### src/rtl/dispatch_queue_pkg.sv
// Shared types for the decode -> reservation-station dispatch queue.
// Holds the control word layout, the op encoding and parameter limits.
package dispatch_queue_pkg;

  localparam int DQ_MAX_DEPTH = 64;
  localparam int DQ_MAX_RS    = 16;

  typedef enum logic [2:0] {
    OP_NOP    = 3'd0,
    OP_ALU    = 3'd1,
    OP_SHIFT  = 3'd2,
    OP_MUL    = 3'd3,
    OP_BRANCH = 3'd4,
    OP_JUMP   = 3'd5,
    OP_LOAD   = 3'd6,
    OP_STORE  = 3'd7
  } op_e;

  typedef struct packed {
    op_e         op;
    logic [4:0]  rd;
    logic [4:0]  rs1;
    logic [4:0]  rs2;
    logic [15:0] imm;
  } ctl_word;

  // Loads and stores go to the load/store station; everything else to an ALU station.
  function automatic logic is_mem_op(input op_e op);
    return (op == OP_LOAD) || (op == OP_STORE);
  endfunction

endpackage

### src/rtl/dispatch_queue_rs_select.sv
// ALU reservation-station selector: request vector in, one-hot grant out.
// Default build: lowest-index requester wins.
// With DISPATCH_RR_EN defined: rotating priority pointer, advanced past the
// granted index whenever advance_i is high.
module rs_select
  import dispatch_queue_pkg::*;
#(
  parameter int NUM_RS = 4
) (
`ifdef DISPATCH_RR_EN
  input  logic              clk_i,
  input  logic              rst_i,
  input  logic              advance_i,
`endif
  input  logic [NUM_RS-1:0] req_i,
  output logic [NUM_RS-1:0] gnt_o
);

  if (NUM_RS < 1 || NUM_RS > DQ_MAX_RS) begin : g_bad_num_rs
    $error("rs_select: NUM_RS out of range");
  end

`ifdef DISPATCH_RR_EN
  localparam int PTR_W = (NUM_RS > 1) ? $clog2(NUM_RS) : 1;

  logic [PTR_W-1:0] ptr_q, ptr_d;
  logic [PTR_W-1:0] gnt_idx;
  logic             found;
  int               idx;

  // Search starting at the pointer, wrapping past NUM_RS-1 back to 0.
  always_comb begin
    gnt_o   = '0;
    gnt_idx = '0;
    found   = 1'b0;
    idx     = 0;
    for (int off = 0; off < NUM_RS; off++) begin
      idx = int'(ptr_q) + off;
      if (idx >= NUM_RS) idx = idx - NUM_RS;
      if (!found && req_i[idx]) begin
        found      = 1'b1;
        gnt_o[idx] = 1'b1;
        gnt_idx    = PTR_W'(idx);
      end
    end
  end

  // Pointer moves to one past the granted station, only on an actual ALU dispatch.
  always_comb begin
    ptr_d = ptr_q;
    if (advance_i) begin
      ptr_d = (int'(gnt_idx) == NUM_RS - 1) ? '0 : gnt_idx + PTR_W'(1);
    end
  end

  // Pointer register; cleared only by reset.
  always_ff @(posedge clk_i) begin
    if (rst_i) ptr_q <= '0;
    else       ptr_q <= ptr_d;
  end
`else
  logic found;

  // Fixed priority: first set bit from index 0 upward.
  always_comb begin
    gnt_o = '0;
    found = 1'b0;
    for (int i = 0; i < NUM_RS; i++) begin
      if (!found && req_i[i]) begin
        found    = 1'b1;
        gnt_o[i] = 1'b1;
      end
    end
  end
`endif

endmodule

### src/rtl/dispatch_queue.sv
// In-order dispatch queue between decode and the reservation stations.
// Circular FIFO of DEPTH control words; the head is dispatched to one ALU
// station or to the load/store station, with a ROB allocate in the same cycle.
// Optional macro DISPATCH_RR_EN selects round-robin ALU station arbitration.
module dispatch_queue
  import dispatch_queue_pkg::*;
#(
  parameter int DEPTH  = 8,
  parameter int NUM_RS = 4,
  parameter int CNT_W  = $clog2(DEPTH + 1)
) (
  input  logic              clk_i,
  input  logic              rst_i,
  input  logic              flush_i,
  input  logic              enq_valid_i,
  input  ctl_word           enq_ctl_i,
  output logic              enq_ready_o,
  input  logic [NUM_RS-1:0] rs_free_i,
  input  logic              ldst_rs_free_i,
  input  logic              rob_full_i,
  input  logic              ldst_q_full_i,
  output logic [NUM_RS-1:0] rs_load_o,
  output logic              ldst_load_o,
  output logic              rob_load_o,
  output ctl_word           deq_ctl_o,
  output logic [CNT_W-1:0]  count_o
);

  localparam int PTR_W = $clog2(DEPTH);

  if (DEPTH < 2 || DEPTH > DQ_MAX_DEPTH) begin : g_bad_depth
    $error("dispatch_queue: DEPTH out of range");
  end

  ctl_word          mem_q [DEPTH];
  logic [PTR_W-1:0] head_q, head_d;
  logic [PTR_W-1:0] tail_q, tail_d;
  logic [CNT_W-1:0] count_q, count_d;

  ctl_word          head_ctl;
  logic             head_is_mem;
  logic             disp_ok;
  logic             mem_fire;
  logic             alu_fire;
  logic             enq_fire;
  logic             deq_fire;
  logic [NUM_RS-1:0] alu_gnt;

  // Pointers wrap explicitly so DEPTH need not be a power of two.
  function automatic logic [PTR_W-1:0] wrap_inc(input logic [PTR_W-1:0] p);
    return (p == PTR_W'(DEPTH - 1)) ? '0 : p + PTR_W'(1);
  endfunction

  assign head_ctl = mem_q[head_q];

  rs_select #(
    .NUM_RS (NUM_RS)
  ) u_rs_select (
`ifdef DISPATCH_RR_EN
    .clk_i     (clk_i),
    .rst_i     (rst_i),
    .advance_i (alu_fire),
`endif
    .req_i     (rs_free_i),
    .gnt_o     (alu_gnt)
  );

  // Dispatch decision on the registered head; a stalled head blocks everything behind it.
  always_comb begin
    head_is_mem = is_mem_op(head_ctl.op);
    disp_ok     = (count_q != '0) && !flush_i;
    mem_fire    = disp_ok && head_is_mem && ldst_rs_free_i && !rob_full_i && !ldst_q_full_i;
    alu_fire    = disp_ok && !head_is_mem && (|rs_free_i) && !rob_full_i;
  end

  // Enqueue acceptance uses registered occupancy only: a full queue stays full this cycle.
  assign enq_ready_o = (count_q != CNT_W'(DEPTH)) && !flush_i;
  assign enq_fire    = enq_valid_i && enq_ready_o;
  assign deq_fire    = mem_fire || alu_fire;

  assign rs_load_o   = alu_fire ? alu_gnt : '0;
  assign ldst_load_o = mem_fire;
  assign rob_load_o  = deq_fire;
  assign deq_ctl_o   = head_ctl;
  assign count_o     = count_q;

  // Pointer and occupancy next state; flush empties the queue without touching storage.
  always_comb begin
    head_d  = head_q;
    tail_d  = tail_q;
    count_d = count_q;
    if (flush_i) begin
      head_d  = '0;
      tail_d  = '0;
      count_d = '0;
    end else begin
      if (enq_fire) tail_d = wrap_inc(tail_q);
      if (deq_fire) head_d = wrap_inc(head_q);
      case ({enq_fire, deq_fire})
        2'b10:   count_d = count_q + CNT_W'(1);
        2'b01:   count_d = count_q - CNT_W'(1);
        default: count_d = count_q;
      endcase
    end
  end

  // Queue control registers.
  always_ff @(posedge clk_i) begin
    if (rst_i) begin
      head_q  <= '0;
      tail_q  <= '0;
      count_q <= '0;
    end else begin
      head_q  <= head_d;
      tail_q  <= tail_d;
      count_q <= count_d;
    end
  end

  // Entry storage; no reset needed since occupancy gates every read.
  always_ff @(posedge clk_i) begin
    if (enq_fire) mem_q[tail_q] <= enq_ctl_i;
  end

  a_rs_onehot: assert property (@(posedge clk_i) disable iff (rst_i)
    $onehot0(rs_load_o));
  a_rob_consistent: assert property (@(posedge clk_i) disable iff (rst_i)
    rob_load_o == ((|rs_load_o) || ldst_load_o));
  a_count_bound: assert property (@(posedge clk_i) disable iff (rst_i)
    count_q <= CNT_W'(DEPTH));

endmodule
### config.mk
export PLATFORM = sky130hd
export DESIGN_NAME = dispatch_queue
export DESIGN_NICKNAME = d
export VERILOG_FILES = /design/src/rtl/dispatch_queue_pkg.sv /design/src/rtl/dispatch_queue_rs_select.sv /design/src/rtl/dispatch_queue.sv
export SDC_FILE = /design/constraint.sdc
export NUM_CORES = 1
export LEC_CHECK = 0
export BUFFER_PORTS_ARGS = -buffer_cell sky130_fd_sc_hd__buf_4
export CAP_MARGIN = 20
export CORE_UTILIZATION = 40
export DETAILED_ROUTE_END_ITERATION = 6
export GPL_ROUTABILITY_DRIVEN = 0
export GPL_TIMING_DRIVEN = 0
export MAX_ROUTING_LAYER = met4
export PLACE_DENSITY = 0.55
export SETUP_SLACK_MARGIN = 0.2
export SLEW_MARGIN = 5
export SYNTH_ARGS = -nofsm -noshare
export SYNTH_HDL_FRONTEND = slang
export SYNTH_SLANG_ARGS = --single-unit
export TNS_END_PERCENT = 20
### constraint.sdc
create_clock -name clk_i -period 6.1 [get_ports clk_i]
set_input_delay 0.61 -clock clk_i [delete_from_list [all_inputs] [get_ports clk_i]]
set_output_delay 0.61 -clock clk_i [all_outputs]
set_load 0.02 [all_outputs]
==> run metrics <==
die area=approximately 0.028 sq mm; Final Cycle Share=59.86%; CTS clk-pin slew, worst paths=about 0.060 ns; Met2 Wirelength=between 10000 and 15000 um; Setup CP Type=flop to output port; Startpoint Class=flop; Crit. End Element=output port; Die W=approximately 170 um; CP Cell Sequence=clkbuf_1 -> buf_1 -> mux4_2 -> mux2_2 -> buf_4; IO Count=90; final setup vio count=0; Inst Count DP=~940; Power Density=305.2 mW/mm^2; Avg Inst Size Synth=22.63 sq um; Psw=0.7770 mW; Clk pwr share=between 40% and 50%; end of the critical path=deq_ctl_o[24]; DR vias=between 5000 and 6000; Worst Tran Pin Value=approximately 0.8 ns; CTS resizes=0; Top FF cell, synth=edfxtp_1; ANT cells=0; sequential area share after synthesis=76.97%; Final Hold Fails=0; area grow syn2layout=21.83%; Fmax=273.9 MHz; first-pass GRT wire length=around 34000 um; first drt pass iteration count=4; number of synthesized register bits=around 290; Worst Slack Setup Final=approximately 2.4 ns; initial antenna violation count=0; initial core utilization=approximately two fifths; Clock Tree Root=clkbuf_16; Syn. warnings=0; Logic pwr share=approximately 3.2%; maximum vdd drop=0.1948 mV; R2R depth=12; CTS tree=done; core area=between 0.02 and 0.03 sq mm; max-cap viol count=0; Worst R2R End=count_o[3]$_SDFFE_PP0P_; Max Used Layer=met4; Worst Clk Skew=about 0.0063 ns; P_int=3.295 mW; minimum clock period=around 3.7 ns; Detailed Place HPWL=about 15000 um; cells after synthesis=484; post-CTS setup buffers=0; max incr delay on CP=about 0.67 ns; run status=completed; wire per inst=between 20 and 25 um; vias in the first global route=around 5500; I/O Buffers=between 80 and 90; hold_buf cts=0; gr ovfl total=0; CTS max path bufs=3; Final Non-Filler Cells=approximately 990; Flop pwr share=between 50% and 60%; Worst slew margin=46.24%; CP Data Arrival Time=3.04 ns; CP max FO=10; DP Worst Slack=roughly 2.7 ns; Core Util, Final=about half; # clock sinks=around 290; Netlist Area Pre-Place=between 0.01 and 0.015 sq mm; Initial DRC Count=244; leak pwr=about 4.3 nW; worst hold margin=0.2997 ns; # rows=60; Layout Nets=684; CP required=between 5 and 6 ns; final wirelength=~22000 um; Post-Syn Nets=between 500 and 600; post-synthesis async set-or-reset flop share=0%; wire length on met3=approximately 900 um; flop2flop setup slack=about 2.7 ns; Remaining DRCs=0; HP Class=primary input to flop; Vias/cell=between 5 and 6; largest net degree at the start of global routing=20; H-tree Lvls=1; Critical Path Slowest Stage Cell=buf_1; die height=about 170 um; filler cell count=between 2000 and 2500; Worst-Skew Late Latency=approximately 0.54 ns; sw frac=a little under a fifth; GRT Overall Usage=roughly 17%; met1 WL=roughly 9800 um; ANT nets after route=0; Post-synth EDFFs=~270; Synth cell types=34; TritonCTS Buffers=29; layout cells sized above 1=roughly 43%; area of the multi-input gates=roughly 0.0025 sq mm; Reg area=about 0.0084 sq mm; fin. max-slew vios=0; RSZ-0062 raised after global routing=no
## metal layers
| layer | vias up | GRT usage (%) |
|---|---|---|
| met4 | 0 | 3.510 |
| met5 | - | - |
| met1 | 2737 | 21.95 |
| li1 | 2334 | - |
| met3 | 21 | 2.718 |
| met2 | 99 | 28.08 |
## cells in the mapped netlist (2+ instances only)
library cell,instances,area (sq um)
clkbuf_1,10,37.54
edfxtp_1,272,8168
nor2_1,9,33.78
nand2_1,7,26.28
mux4_2,68,1531
nor4_1,3,18.77
o21ai_0,4,20.02
or3_1,3,18.77
a21oi_1,11,55.05
buf_2,7,35.03
nor3_1,7,35.03
dfxtp_1,13,260.3
buf_1,2,7.510
mux2_4,2,30.03
mux2_2,32,360.4
xor2_1,2,17.52
ha_1,7,87.58
nand3_1,5,25.02
nand2b_1,2,12.51
inv_1,4,15.01
## placed cells by master (no fill, tap or decap), types with 8 or more instances in the layout
cell type and n:
mux4_2 68, clkbuf_16 29, clkbuf_1 14, dfxtp_1 13, a21oi_1 11, buf_6 8
edfxtp_1 272, buf_4 104, mux2_2 32
## cells by family after synthesis
| family | synth area share [%] |
|---|---|
| buf+inv | 0.9712 |
| mux | 17.55 |
| fa+ha+maj | 0.9826 |
| simple gates | 2.194 |
| compound gates | 1.097 |
| flops | 76.97 |
| xor+xnor | 0.2400 |
## worst min path at each step
stage / start / end / depth (start not counted)
floorplan: head_q[1]$_SDFFE_PP0N_ / flop / 2
global placement: head_q[1]$_SDFFE_PP0N_ / head_q[1]$_SDFFE_PP0N_ / 2
detailed placement: head_q[0]$_SDFFE_PP0N_ / head_q[0]$_SDFFE_PP0N_ / 2
CTS: enq_ctl_i[7] / mem_q[6][7]$_DFFE_PP_ / 1
global route: enq_ctl_i[4] / mem_q[1][4]$_DFFE_PP_ / 1
finish: enq_ctl_i[25] / mem_q[4][25]$_DFFE_PP_ / 1
## flip-flops by register name (all words and copies together), names as in the netlist, named ones only
register / cells
tail_q: 3
count_o: 4
head_q: 3
mem_q: 272
## power by group through the flow
stage | Clock (mW) | Combinational, mW | Sequential (mW)
6_report | 1.78 | 0.129 | 2.16
5_1_grt | 1.89 | 0.140 | 2.16
4_1_cts | 1.82 | 0.131 | 2.16
3_5_place_dp | 0 | 0.130 | 2.20
3_3_place_gp | 0 | 0.120 | 2.20
2_1_floorplan | 0 | 0.0522 | 2.20
## critical path: cells and delay by family, from the launching register on
kind     cells  cell delay, ns
buf+inv      3            1.36
flops        1            0.43
mux          2            0.71
## area by class of cell
type,instances,share of cell area [%]
timing repair buffer,116,7.118
inverter,4,0.1125
multi-input combinational,175,18.48
sequential,285,63.17
tap,341,3.198
clock inverter,19,1.688
clock buffer,33,5.552
buffer,20,0.6846
## through the flow
| step | instance area (sq um) | power (mW) | setup TNS, ns |
|---|---|---|---|
| 6_report | 13340 | 4.072 | 0 |
| 3_5_place_dp | 12380 | 2.332 | 0 |
| 5_1_grt | 13340 | 4.193 | 0 |
| 2_1_floorplan | 10950 | 2.255 | 0 |
| 4_1_cts | 13340 | 4.109 | 0 |
| 3_3_place_gp | 12050 | 2.323 | -215.71 |
Power figures use the tool's default switching activity.
